**src/rtl/mul_div_unit.sv**
```systemverilog
// Iterative MIPS32 MULT/MULTU/DIV/DIVU unit with HI/LO and MTHI/MTLO.
// Define MDU_FAST_MULT_EN to compute multiplies in one step.
module mul_div_unit (
  input  logic        clk,
  input  logic        reset,
  input  logic [31:0] A,
  input  logic [31:0] B,
  input  logic [2:0]  MDOp,
  input  logic        Start,
  output logic        Busy,
  output logic        Done,
  output logic [31:0] HI,
  output logic [31:0] LO
);

  localparam logic [1:0] IDLE = 2'd0;
  localparam logic [1:0] CALC = 2'd1;
  localparam logic [1:0] FIX  = 2'd2;

  logic [1:0]  st;
  logic [4:0]  cnt;
  logic        isdiv;
  logic        nq;
  logic        nr;
  logic        dz;
  logic [63:0] acc;
  logic [31:0] opb;

  logic        sgn;
  logic        ismd;
  logic        isdv;
  logic [31:0] aa;
  logic [31:0] bb;

  assign sgn  = ~MDOp[0];
  assign ismd = ~MDOp[2];
  assign isdv = MDOp[1];
  assign aa   = (sgn && A[31]) ? -A : A;
  assign bb   = (sgn && B[31]) ? -B : B;

  // shift-add step: low half holds the remaining multiplier bits
  logic [32:0] msum;
  logic [63:0] mnext;

  assign msum  = {1'b0, acc[63:32]}
               + (acc[0] ? {1'b0, opb} : 33'd0);
  assign mnext = {msum, acc[31:1]};

  // restoring step: upper half is the partial remainder
  logic [32:0] dt;
  logic [31:0] dd;
  logic        dge;
  logic [63:0] dnext;

  assign dt    = acc[63:31];
  assign dge   = dt >= {1'b0, opb};
  assign dd    = dt[31:0] - opb;
  assign dnext = {dge ? dd : dt[31:0], acc[30:0], dge};

  logic [63:0] pfix;
  logic [31:0] qfix;
  logic [31:0] rfix;

  assign pfix = nq ? -acc : acc;
  assign qfix = dz ? 32'hFFFF_FFFF
              : (nq ? -acc[31:0] : acc[31:0]);
  assign rfix = nr ? -acc[63:32] : acc[63:32];

`ifdef MDU_FAST_MULT_EN
  logic [63:0] fprod;

  assign fprod = {32'd0, aa} * {32'd0, bb};
`endif

  always_ff @(posedge clk) begin
    if (reset) begin
      st    <= IDLE;
      cnt   <= 5'd0;
      Busy  <= 1'b0;
      Done  <= 1'b0;
      HI    <= 32'd0;
      LO    <= 32'd0;
      isdiv <= 1'b0;
      nq    <= 1'b0;
      nr    <= 1'b0;
      dz    <= 1'b0;
      acc   <= 64'd0;
      opb   <= 32'd0;
    end else begin
      Done <= 1'b0;
      unique case (st)
        IDLE: begin
          if (Start) begin
            if (ismd) begin
              Busy  <= 1'b1;
              cnt   <= 5'd0;
              isdiv <= isdv;
              nq    <= sgn && (A[31] ^ B[31]);
              nr    <= sgn && A[31];
              dz    <= (B == 32'd0);
              if (isdv) begin
                acc <= {32'd0, aa};
                opb <= bb;
                st  <= CALC;
              end else begin
`ifdef MDU_FAST_MULT_EN
                acc <= fprod;
                st  <= FIX;
`else
                acc <= {32'd0, bb};
                opb <= aa;
                st  <= CALC;
`endif
              end
            end else if (MDOp == 3'b100) begin
              HI <= A;
            end else if (MDOp == 3'b101) begin
              LO <= A;
            end
          end
        end
        CALC: begin
          acc <= isdiv ? dnext : mnext;
          cnt <= cnt + 5'd1;
          if (cnt == 5'd31)
            st <= FIX;
        end
        FIX: begin
          if (isdiv) begin
            HI <= rfix;
            LO <= qfix;
          end else begin
            {HI, LO} <= pfix;
          end
          Done <= 1'b1;
          Busy <= 1'b0;
          st   <= IDLE;
        end
        default: st <= IDLE;
      endcase
    end
  end

endmodule

```
**config.mk**
```make
export PLATFORM = sky130hd
export DESIGN_NAME = mul_div_unit
export DESIGN_NICKNAME = d
export VERILOG_FILES = /design/src/rtl/mul_div_unit.sv
export SDC_FILE = /design/constraint.sdc
export NUM_CORES = 1
export LEC_CHECK = 0
export CORE_MARGIN = 5
export CORE_UTILIZATION = 50
export CTS_CLUSTER_DIAMETER = 80
export DETAILED_ROUTE_END_ITERATION = 8
export PLACE_DENSITY = 0.71
export SETUP_SLACK_MARGIN = 0.02
export SYNTH_ARGS = -nofsm -noshare
export SYNTH_HDL_FRONTEND = slang
export SYNTH_SLANG_ARGS = --single-unit
export TNS_END_PERCENT = 50
```
**constraint.sdc**
```tcl
create_clock -name clk -period 5.79 [get_ports clk]
set_clock_uncertainty 0.2 [all_clocks]
set_input_delay 1.158 -clock clk [delete_from_list [all_inputs] [get_ports clk]]
set_output_delay 1.158 -clock clk [all_outputs]
set_load 0.03 [all_outputs]
```
[Word level (Yosys, flattened, before mapping)]
Cells that the tools add are included.
Word-level totals
  memory bits (writable): 0
  memories: 0
  flip-flop bits (word level): 173
  bits in read-only memories: 0
  bits in latches: 0
  input bits: 70
Cells by class
  bitwise operators: 3
  multiply operators: 0
  muxes and demuxes: 36
  add/sub/neg operators: 8
  divide/modulo/power cells: 0
  order comparisons: 1
  equality and inequality tests: 12
  reduce and logical (&&, ||, !) cells: 13
  shift operators: 0
Operator list (count)
  two-way mux 32 bit: 18
  two-way mux 64 bit: 4
  negator 32 bit: 4
  one-hot mux 32 bit (2 select lines): 2
  one-hot mux 64 bit (2 select lines): 1
  negator 64 bit: 1
  adder 32 x 32 -> 33 bit: 1
  >= comparator 33 x 32 -> 1 bit: 1
  logical NOT 32 bit: 1
  subtractor 32 bit: 1
  inequality test 2 bit, second input constant: 7
  AND reduction 3 bit: 4
  two-way mux 5 bit: 2
  one-hot mux 5 bit (2 select lines): 1
  equality test 3 bit, second input constant: 2
  two-way mux 2 bit: 3
  adder 5 x 1 -> 5 bit, second input constant: 1
  equality test 5 bit, second input constant: 1
  AND reduction 5 bit: 1
  one-hot mux 2 bit (2 select lines): 1
  AND reduction 4 bit: 1
  nonzero test 2 bit: 2
  logical AND 1 bit: 3
  two-way mux 1 bit: 3
  6 further kinds: 7

[Logic depth before layout (Yosys ltp)]
Gate-level depths: netlist of the first run.
  depth after elaboration: 7
  gate-level depth with buffers: 15
  mapped depth without buffers: 13

[Least setup slack after synthesis of the first run]
No wires, ideal clock.
  kind: input-to-reg
  from: input B[9]
  to: register acc[25]
  stages on the path: 8
  data arrival time: 3.559 ns
  path buffers: 0
  setup slack: 1.909 ns
  data required time: 5.468 ns
  library setup time: 0.122 ns
  cells stage by stage: or4_4 > or3_4 > or4_4 > nor4_4 > a21oi_2 > xnor2_2 > mux2i_1 > a221o_1
Between the ends
  word-level cells in the longest chain between the ends: 6
Ends and longest elaborated chain
  start, declared: line 7  | input logic [31:0] B,
  negator 32 bit: line 39  | assign bb = (sgn && B[31]) ? -B : B;
  two-way mux 32 bit: line 39
  two-way mux 32 bit: line 101  | if (isdv) begin
  two-way mux 64 bit: line 94  | if (ismd) begin
  two-way mux 64 bit: line 93  | if (Start) begin
  one-hot mux 64 bit (2 select lines): line 91  | unique case (st)
  end signal, assigned: line 102  | acc <= {32'd0, aa};
  end signal, assigned: line 110  | acc <= {32'd0, bb};
  end signal, assigned: line 123  | acc <= isdiv ? dnext : mnext;
  end, declared: line 26  | logic [63:0] acc;
No other way between the ends. The select of a mux whose other input is x is not followed.
A chain may end at the register's enable or synchronous reset.

[Worst setup path after layout of the first run]
  from: input A[9]
  to: register opb[27]
Between the ends
  word-level cells in the longest chain between the ends: 3
Ends and longest elaborated chain
  start, declared: line 6  | input logic [31:0] A,
  negator 32 bit: line 38  | assign aa = (sgn && A[31]) ? -A : A;
  two-way mux 32 bit: line 38
  two-way mux 32 bit: line 101
  end signal, assigned: line 88  | opb <= 32'd0;
  end signal, assigned: line 103  | opb <= bb;
  end signal, assigned: line 111  | opb <= aa;
  end, declared: line 27  | logic [31:0] opb;
No other way between the ends.

==> metrics.yaml, run 1 <==
route:
  drt-vias-per-instance: 6.40
  wl_met3_um: 5670
  drcViolationCount: 0
  drt-wirelength-per-cell_um: 22.7
  wl_um: 54400
  route.vias.total: 15400
  routed.top_layer: "met4"
  wl_met1_um: 23300
  route.antenna.remaining_nets: 0
  wl_met2_um: 23300
  first_pass_iters: 8
  drt-initial-drc-count: 1848
min_path:
  worstHoldEndpoint: "LO[2]"
  hold_path_depth: 2
  hp-class: "reg -> reg"
  min-delay-start: "LO[2]"
power:
  vdd_drop_max_uv: 207
  switching_share_pct: 36.8
  pwr-share-seq_pct: 37.7
  p_int_mw: 2.21
  power_density_mw_per_mm2: 211
  pwr-share-clk_pct: 34.0
  p_total_mw: 3.50
  switchingPower_mw: 1.29
  leakage_nw: 6.20
  combPwrFrac_pct: 28.3
final_layout:
  multi_input_area_mm2: 0.0103
  syn_to_final_growth_pct: 14.4
  design_area_mm2: 0.0166
  nets: 2146
  final_util_pct: 57.9
  fillCellCount: 2742
  antenna_cells: 0
  drive_above_1_share_pct: 4.91
  regArea_mm2: 0.00346
  instances_no_fill: 2401
global_routing:
  overflow: 0
  grt_first_pass_wirelength_um: 82400
  grt_max_degree: 78
  grt_pass1_vias: 14000
  grtUsageTotal_pct: 31.7
  antenna_found_initial: 0
timing:
  fin_crit_ps: 4330
  setup_violations: 0
  tns_ps: 0
  rsz0062_at_grt: "false"
  tightest_slew_ps: 1180
  finalMaxSlewViolations: 0
  fin_crit_sh_pct: 74.8
  hold_viol_final: 0
  holdWs_ps: 254
  maxSlewHeadroom_pct: 21.0
  final.setup.worst_slack_ps: 1460
  fmax_ghz: 0.231
flow_run:
  maxCapViolCount: 0
placement:
  place_hpwl_um: 41400
  port-buffer-count: 135
  dp_slack_ps: 1100
  place_inst: 2369
  place_area_mm2: 0.0160
  place.gp.congestion: 0.970
cts:
  clkTransAtPathRegs_ps: 70
  root_buffer: "clkbuf_16"
  clk_latency_ps: 440
  cts.path.max_buffers: 2
  cts_tree: "built"
  cts_hold_buf: 0
  cts_resized: 0
  htree_levels: 4
  numCtsBuffers: 17
  cts_sinks: 173
  cts_setup_buffers: 0
setup_path:
  rrSetupSlack_ps: 1510
  end_kind: "flop"
  worstSetupPathType: "in -> reg"
  rr_startpoint: "acc[0]"
  worst_setup_path_start_kind: "primary input"
  cp_max_fo: 6
  crit_arrival_ps: 4460
  worstReg2RegEnd: "acc[63]"
  critPathRequiredTime_ps: 5920
  reg2reg_depth: 12
synthesis:
  synth_cell_type_count: 72
  synthTopCellsByArea: "dfxtp_1 (24%), a21oi_1 (7.4%), ha_1 (6.1%), nor2_1 (6.0%), xnor2_1 (5.8%)"
  synth_edf_count: 0
  async_flop_share_pct: 0
  yosysWarnings: 0
  syn_area_mm2: 0.0145
  syn_avg_cell_area_um2: 7.35
  ys_seq_elements: 173
  netlist.area_leader.share_pct: 23.9
  synth_fp_nets: 2111
  synth_flop_cell: "dfxtp_1"
  synth_area_leader_cell: "dfxtp_1"
  ys_seq_area_share_pct: 23.9
  postSynthCellCount: 1969
floorplan:
  die_w_um: 180
  rows: 62
  pin_count: 136
  die_area_mm2: 0.0324
  die_h_um: 180
  start_util_pct: 50.6
  core_mm2: 0.0286
status:
  status: "finished clean"
==> critical path: stages <==
cell and delay [ps]:
clkdlybuf4s50_1 480, or4_1 610, or3_1 380, nor3_1 670, nand2_1 280, o31ai_1 320
xor2_1 250, mux2i_1 110, a21o_1 200
==> kinds of logic after synthesis <==
family / count (synthesis) / share of synthesized area (%)
AO/OA/AOI/OAI: 656 / 29.3
XOR/XNOR: 171 / 10.4
adder cells (fa/ha/maj): 72 / 6.33
buffers and inverters: 207 / 5.40
flip-flops: 173 / 23.9
multiplexers: 63 / 4.44
AND/OR/NAND/NOR: 627 / 20.2
==> layout by cell type, fill, tap and decap left out, types with 6 or more instances in the layout <==
cell	instances
nor3_1	38
a31oi_1	18
nand4_1	18
a21o_1	29
a311oi_1	9
a211oi_1	85
a221oi_1	12
o221ai_1	19
o31ai_1	37
nand2_1	177
mux2_2	9
clkdlybuf4s50_1	133
nor2_1	230
nor2b_1	16
nor4_1	15
or4_1	17
inv_6	8
dfxtp_1	172
a2111oi_0	6
buf_4	24
o21ai_0	105
mux2i_1	54
inv_1	62
o21a_1	18
ha_1	70
a22oi_1	15
a221o_1	9
xor2_1	74
or3_1	19
a21oi_1	213
o21bai_1	8
nand3_1	30
and3_1	11
nand2b_1	13
or2_2	11
clkbuf_16	17
o41ai_1	12
o211ai_1	30
xnor2_1	96
==> cell usage after synthesis (all sizes together) (3+ instances only) <==
| cell type | number |
|---|---|
| a2111oi | 6 |
| a211o | 3 |
| a211oi | 85 |
| a21boi | 3 |
| a21o | 29 |
| a21oi | 214 |
| a221o | 9 |
| a221oi | 12 |
| a22oi | 15 |
| a311oi | 9 |
| a31oi | 18 |
| and2 | 5 |
| and3 | 11 |
| and4 | 3 |
| buf | 13 |
| clkbuf | 130 |
| dfxtp | 173 |
| ha | 70 |
| inv | 62 |
| mux2 | 9 |
| mux2i | 54 |
| nand2 | 177 |
| nand2b | 14 |
| nand3 | 30 |
| nand4 | 18 |
| nor2 | 231 |
| nor2b | 19 |
| nor3 | 40 |
| nor3b | 5 |
| nor4 | 18 |
| o211ai | 30 |
| o21a | 18 |
| o21ai | 109 |
| o21bai | 8 |
| o221ai | 19 |
| o31ai | 37 |
| o41ai | 14 |
| or2 | 12 |
| or3 | 20 |
| or4 | 19 |
| xnor2 | 97 |
| xor2 | 74 |
==> layout make-up <==
class	instances	area share, %
Timing Repair Buffer	159	9.28
Tap cell	384	2.90
Clock buffer	18	2.65
Sequential cell	173	20.9
Clock inverter	14	0.854
Multi-Input combinational cell	1589	61.9
Inverter	64	1.45
==> power groups by stage <==
| stage | logic, mW | registers [mW] | clock network (mW) |
|---|---|---|---|
| after floorplan | 0.665 | 1.32 | 0 |
| after global placement | 0.959 | 1.34 | 0 |
| after detailed placement | 0.965 | 1.34 | 0 |
| after CTS | 0.971 | 1.31 | 1.19 |
| after global routing | 1.07 | 1.32 | 1.24 |
| final | 0.990 | 1.32 | 1.19 |
==> how the worst max path moves through the flow <==
stage / from / endpoint / slack (ps) / depth (start not counted)
global route: A[3] / opb[27] / 1230 / 9
CTS: A[9] / opb[27] / 1520 / 9
global placement: A[9] / opb[27] / 1100 / 9
detailed placement: A[9] / opb[27] / 1100 / 9
floorplan: B[9] / acc[25] / 1910 / 8
finish: A[9] / opb[27] / 1460 / 9
==> state kept, by name (all words and copies together) (netlist names) <==
| name | count |
|---|---|
| acc | 64 |
| HI | 32 |
| LO | 32 |
| opb | 32 |
| cnt | 5 |
| st | 2 |
| Busy | 1 |
| Done | 1 |
| dz | 1 |
| isdiv | 1 |
| nq | 1 |
| nr | 1 |
==> routing by layer <==
metal / up-vias / track usage, %
li1: 7242 / -
met1: 7209 / 44.1
met3: 94 / 6.66
met5: - / 0
met2: 811 / 48.4
met4: 0 / 12.2
No activity file was read; power rests on OpenSTA's default activity.
==> run 2: changes to the inputs <==
PLACE_DENSITY = 0.74   (was 0.71)
clock period = 3.9 ns   (was 5.79 ns; I/O delays follow)
==> run 2 against run 1 <==
Worst setup slack got worse by 1300 ps. Via count rose by 5.4%. First-iteration DRC count rose by 22%. Power rose by 52%. Critical endpoint is now acc[62]. Critical path type is now reg -> reg. Routed wire length rose by 4.1%. Die area did not move. Count of clock-buffer cells in the layout rose by 1. Sequential power rose by 46%.
==> metrics.yaml, run 2 (synthesized netlist as in run 1, its figures left out) <==
timing:
  fin_crit_sh_pct: 96.6
  tightest_slew_ps: 1030  # was 1180 ps
  fin_crit_ps: 3770
  rsz0062_at_grt: "false"  # unchanged
  hold_viol_final: 0  # unchanged
  finalMaxSlewViolations: 0  # unchanged
  fmax_ghz: 0.265
  setup_violations: 0  # unchanged
  maxSlewHeadroom_pct: 31.1  # was 21.0%
global_routing:
  antenna_found_initial: 0  # unchanged
  grtUsageTotal_pct: 33.4  # was 31.7%
  grt_pass1_vias: 15100  # was 14000
  grt_first_pass_wirelength_um: 87100  # was 82400 um
  overflow: 0  # unchanged
  grt_max_degree: 91  # was 78
cts:
  clk_latency_ps: 440  # about the same
  root_buffer: "clkbuf_16"  # unchanged
  cts_setup_buffers: 0  # unchanged
  numCtsBuffers: 17  # unchanged
  clkTransAtPathRegs_ps: 70  # about the same
  htree_levels: 4  # unchanged
  cts_tree: "built"  # unchanged
  cts.path.max_buffers: 2  # unchanged
  cts_sinks: 173  # unchanged
final_layout:
  regMostFlops: "acc"  # unchanged
  drive_above_1_share_pct: 11.2  # was 4.91%
  syn_to_final_growth_pct: 21.9  # was 14.4%
  multi_input_area_mm2: 0.0103  # about the same
  instances_no_fill: 2541  # was 2401
  mostFrequentLayoutCell: "nor2_1"  # unchanged
  design_area_mm2: 0.0176  # was 0.0166 mm2
  antenna_cells: 0  # unchanged
  largest_register_ffs: 64  # unchanged
  regArea_mm2: 0.00346  # unchanged
  fillCellCount: 2614  # was 2742
  final_cell_mix: "nor2_1 (231), a21oi_1 (212), nand2_1 (177)"  # was nor2_1 (230), a21oi_1 (213), nand2_1 (177)
  nets: 2286  # was 2146
floorplan:
  die_area_mm2: 0.0324  # unchanged
  pin_count: 136  # unchanged
  start_util_pct: 50.6  # unchanged
  die_w_um: 180  # unchanged
  rows: 62  # unchanged
  core_mm2: 0.0286  # unchanged
  die_h_um: 180  # unchanged
setup_path:
  rr_startpoint: "acc[0]"  # unchanged
  worstReg2RegEnd: "acc[62]"  # was acc[63]
  reg2reg_depth: 16  # was 12
  slowest_delay_ps: 560  # was 670 ps
  end_kind: "flop"  # unchanged
  rrSetupSlack_ps: 130  # was 1510 ps
  critPathRequiredTime_ps: 4040  # was 5920 ps
  path_cells: "buf_4 > inv_1 > buf_12 > nor2_1 > ha_1 > nand4_1 > nor3_1 > buf_4 > o2111ai_1 > buf_4 > nand3_1 > nand2_1 > o41ai_1 > xor2_1 > nor2_1 > o41ai_1"  # was clkdlybuf4s50_1 > or4_1 > or3_1 > nor3_1 > nand2_1 > o31ai_1 > xor2_1 > mux2i_1 > a21o_1
  worstSetupPathType: "reg -> reg"  # was in -> reg
  critPathTopFamily: "compound AO/OA/AOI/OAI gates"  # was simple AND/OR/NAND/NOR gates
  cp_common_cell: "buf_4"
  crit_arrival_ps: 3910  # was 4460 ps
  critPathSlowestCell: "o41ai_1"  # was nor3_1
  path_buf_inv: 5  # was 1
  worst_setup_path_start_kind: "flop"  # was primary input
  cp_max_fo: 22  # was 6
placement:
  port-buffer-count: 135  # unchanged
  place_hpwl_um: 44200  # was 41400 um
  place.gp.congestion: 1.01  # was 0.970
  place_inst: 2509  # was 2369
  place_area_mm2: 0.0170  # was 0.0160 mm2
route:
  wl_met1_um: 23600  # was 23300 um
  wl_um: 56700  # was 54400 um
  route.vias.total: 16200  # was 15400
  drt-wirelength-per-cell_um: 22.3  # was 22.7 um
  drcViolationCount: 0  # unchanged
  wl_met2_um: 23800  # was 23300 um
  routed.top_layer: "met4"  # unchanged
  route.antenna.remaining_nets: 0  # unchanged
  drt-initial-drc-count: 2257  # was 1848
  drt-vias-per-instance: 6.37  # was 6.40
  wl_met3_um: 5930  # was 5670 um
  first_pass_iters: 6  # was 8
power:
  p_total_mw: 5.31  # was 3.50 mW
  switchingPower_mw: 1.90  # was 1.29 mW
  pwr-share-seq_pct: 36.3  # was 37.7%
  pwr-share-clk_pct: 32.8  # was 34.0%
  power_density_mw_per_mm2: 301  # was 211 mW/mm2
  leakage_nw: 6.90  # was 6.20 nW
  switching_share_pct: 35.8  # was 36.8%
  p_int_mw: 3.41  # was 2.21 mW
  combPwrFrac_pct: 30.9  # was 28.3%
  vdd_drop_max_uv: 309  # was 207 uV
min_path:
  hp-class: "reg -> reg"  # unchanged
  min-delay-start: "LO[27]"  # was LO[2]
  hold_path_depth: 2  # unchanged
  worstHoldEndpoint: "LO[27]"  # was LO[2]
status:
  status: "finished clean"  # unchanged
flow_run:
  maxCapViolCount: 0  # unchanged
run 2: cell type report:
class                   count  share of cell area [%]
inverters                  64                    1.36
clock inverters            13                   0.773
flip-flops and latches    173                    19.6
multi-input cells        1589                    58.3
well taps                 384                    2.72
clock buffers              19                    2.51
repair buffers            299                    14.7
run 2: tightest hold or removal path: stages, from the launching register on:
cell	delay, ps
dfxtp_1	310
nand2_1	50
a21oi_1	50
run 2: worst max path at each step:
stage                     startpoint       to  cells past startpoint
after floorplan               acc[0]  acc[61]                     14
after CTS                     opb[0]  acc[61]                     14
after global routing          acc[0]  acc[62]                     16
after detailed placement        B[9]  acc[23]                     11
after global placement          B[9]  acc[23]                     11
final                         acc[0]  acc[62]                     16
run 2: repair_timing:
item,CTS,global route
endpoints found under the setup margin,0,6
hold buffers,0,0
gates resized for setup,0,5
run 2: per-stage QoR:
stage,TNS [ps],util (%),hold WS (ps),setup WS [ps]
after floorplan,0,-,232,391
after global placement,-556,59.5,241,-147
after detailed placement,-1390,59.5,248,-179
after CTS,0,61.6,258,124
after global routing,0,61.6,277,40.9
final,0,61.6,255,131
run 2: per-layer routing:
layer	global-route usage (%)	up-vias
met1	45.7	7592
li1	-	7527
met2	50.3	923
met4	16.9	0
met5	0	-
met3	6.54	146
run 2: power by group through the flow:
stage               Clock, mW  Sequential [mW]  Combinational, mW
floorplan                   0             1.96              0.987
global placement            0             1.96               1.57
detailed placement          0             1.96               1.58
CTS                      1.74             1.92               1.59
global route             1.82             1.93               1.75
finish                   1.74             1.93               1.64
==> run 3: changes to the inputs <==
SETUP_SLACK_MARGIN = 0.4   (was 0.02)
==> run 3 against run 2 <==
First-iteration DRC count fell by 7.0%. Die area did not move. Maximum frequency rose by 6.5%. Global-route usage rose by 0.23 points. Worst setup slack improved by 230 ps. Register-to-register slack improved by 230 ps. Final area rose by 2.0%. Routed wire length rose by 2.1%. Clock power barely moved. Sequential share of layout area fell by 0.36 points. Cell count rose by 0.79%. Critical path type unchanged. Largest cell class unchanged.
==> metrics.yaml, run 3 (synthesized netlist as in run 1, its figures left out) <==
setup_path:
  rr_startpoint: "acc[0]"  # unchanged
  cp_num_cells: 15  # was 16
  end_kind: "flop"  # unchanged
  worst_setup_path_start_kind: "flop"  # unchanged
  cp_max_fo: 5  # was 22
  crit_arrival_ps: 3680  # was 3910 ps
  path_cells: "and2_4 > ha_4 > inv_2 > fa_2 > nor2b_4 > o211ai_1 > a2111o_1 > a21oi_2 > buf_6 > a31oi_4 > a21oi_2 > buf_4 > a221o_1 > a211oi_2 > o31ai_1"  # was buf_4 > inv_1 > buf_12 > nor2_1 > ha_1 > nand4_1 > nor3_1 > buf_4 > o2111ai_1 > buf_4 > nand3_1 > nand2_1 > o41ai_1 > xor2_1 > nor2_1 > o41ai_1
  critPathRequiredTime_ps: 4040  # about the same
  path_buf_inv: 3  # was 5
  worstSetupPathType: "reg -> reg"  # unchanged
  reg2reg_depth: 15  # was 16
  critPathTopFamily: "compound AO/OA/AOI/OAI gates"  # unchanged
  worstReg2RegEnd: "acc[63]"  # was acc[62]
  slowest_delay_ps: 520  # was 560 ps
  critPathSlowestCell: "a2111o_1"  # was o41ai_1
  rrSetupSlack_ps: 360  # was 130 ps
  cp_common_cell: "a21oi_2"  # was buf_4
cts:
  cts_hold_buf: 0  # unchanged
  cts.path.max_buffers: 2  # unchanged
  cts_sinks: 173  # unchanged
  clkTransAtPathRegs_ps: 70  # about the same
  clk_latency_ps: 440  # about the same
  root_buffer: "clkbuf_16"  # unchanged
  cts_tree: "built"  # unchanged
  numCtsBuffers: 17  # unchanged
  htree_levels: 4  # unchanged
global_routing:
  grt_max_degree: 83  # was 91
  grt_pass1_vias: 15000  # was 15100
  overflow: 0  # unchanged
  antenna_found_initial: 0  # unchanged
  grt_first_pass_wirelength_um: 87200  # was 87100 um
  grtUsageTotal_pct: 33.7  # was 33.4%
route:
  route.antenna.remaining_nets: 0  # unchanged
  wl_um: 57900  # was 56700 um
  drt-wirelength-per-cell_um: 22.6  # was 22.3 um
  drt-initial-drc-count: 2100  # was 2257
  drcViolationCount: 0  # unchanged
  drt-vias-per-instance: 6.34  # was 6.37
  route.vias.total: 16200  # about the same
  first_pass_iters: 6  # unchanged
timing:
  hold_viol_final: 0  # unchanged
  fin_crit_ps: 3540  # was 3770 ps
  setup_violations: 0  # unchanged
  fmax_ghz: 0.283  # was 0.265 GHz
  fin_crit_sh_pct: 90.7  # was 96.6%
  finalMaxSlewViolations: 0  # unchanged
  rsz0062_at_grt: "true"  # was false
  maxSlewHeadroom_pct: 36.3  # was 31.1%
  tightest_slew_ps: 955  # was 1030 ps
final_layout:
  regMostFlops: "acc"  # unchanged
  syn_to_final_growth_pct: 24.4  # was 21.9%
  mostFrequentLayoutCell: "nor2_1"  # unchanged
  drive_above_1_share_pct: 13.9  # was 11.2%
  final_cell_mix: "nor2_1 (230), a21oi_1 (208), buf_4 (181)"  # was nor2_1 (231), a21oi_1 (212), nand2_1 (177)
  final_util_pct: 62.9  # was 61.6%
  largest_register_ffs: 64  # unchanged
  antenna_cells: 0  # unchanged
  nets: 2306  # was 2286
  fillCellCount: 2634  # was 2614
power:
  p_total_mw: 5.32  # was 5.31 mW
  power_density_mw_per_mm2: 295  # was 301 mW/mm2
  vdd_drop_max_uv: 290  # was 309 uV
  leakage_nw: 7.09  # was 6.90 nW
min_path:
  min-delay-start: "opb[10]"  # was LO[27]
  hp-class: "reg -> reg"  # unchanged
  worstHoldEndpoint: "opb[10]"  # was LO[27]
  hold_path_depth: 2  # unchanged
flow_run:
  maxCapViolCount: 0  # unchanged
floorplan:
  pin_count: 136  # unchanged
  rows: 62  # unchanged
  start_util_pct: 50.6  # unchanged
  core_mm2: 0.0286  # unchanged
  die_w_um: 180  # unchanged
  die_area_mm2: 0.0324  # unchanged
  die_h_um: 180  # unchanged
placement:
  port-buffer-count: 135  # unchanged
  place.gp.congestion: 1.02  # was 1.01
  place_hpwl_um: 44900  # was 44200 um
status:
  status: "finished clean"  # unchanged
run 3: changes by cell type in the layout (fill, tap and decap cells not counted), sizes merged:
cell           delta
clkinv            -6
clkdlybuf4s50     -7
clkinvlp          +3
clkbuf            +3
inv               +3
dlymetal6s2s      +5
bufinv            -1
buf              +20
run 3: power by group:
part	internal (mW)	switching, mW	leakage (nW)
Sequential	1.84	0.0901	1.41
Clock	0.869	0.844	0.264
Combinational	0.675	1.00	5.42
run 3: layer usage:
| layer | track usage [%] | up-vias | wire length (um) |
|---|---|---|---|
| met5 | 0 | - | 0 |
| met4 | 15.4 | 0 | 2930 |
| met3 | 5.85 | 127 | 6040 |
| met2 | 50.8 | 972 | 24700 |
| met1 | 47.0 | 7583 | 24200 |
| li1 | - | 7567 | - |
run 3: worst register-to-register path: cells and delay by family (launching register included):
kind / cells / cell delay [ps]
compound gates: 8 / 1740
fa+ha+maj: 2 / 550
flops: 1 / 370
buf+inv: 3 / 320
simple gates: 2 / 290
run 3: repair_timing:
item	in CTS	in global routing
resized for setup	14	57
hold endpoints to repair	0	0
pin swaps	11	26
setup buffers	1	8
endpoints found under the setup margin	24	64
run 3: final cells by class:
| cell class | instances | area [um2] | share of cell area (%) |
|---|---|---|---|
| tap | 384 | 480 | 2.67 |
| clock inverter | 12 | 101 | 0.563 |
| clock buffer | 20 | 457 | 2.54 |
| sequential | 173 | 3470 | 19.3 |
| timing repair buffer | 319 | 2770 | 15.4 |
| multi-input combinational | 1589 | 10500 | 58.2 |
| inverter | 64 | 243 | 1.35 |
run 3: worst max path at each step:
stage           start       to  slack [ps]
4_1_cts         A[15]  opb[27]         390
5_1_grt        acc[0]  acc[63]         240
3_5_place_dp     B[9]  acc[25]        -170
2_1_floorplan    B[9]  acc[25]         400
3_3_place_gp     B[9]  acc[23]        -160
6_report       acc[0]  acc[63]         360
run 3: metrics by stage:
step / std cells / hold WS [ps] / setup TNS [ps] / setup slack [ps] / area, um2
2_1_floorplan: 1969 / 232 / 0 / 397 / 14500
3_3_place_gp: 2520 / 238 / -637 / -164 / 17100
3_5_place_dp: 2520 / 246 / -968 / -173 / 17100
4_1_cts: 2553 / 257 / 0 / 395 / 17800
5_1_grt: 2561 / 282 / 0 / 244 / 18000
6_report: 2561 / 258 / 0 / 362 / 18000
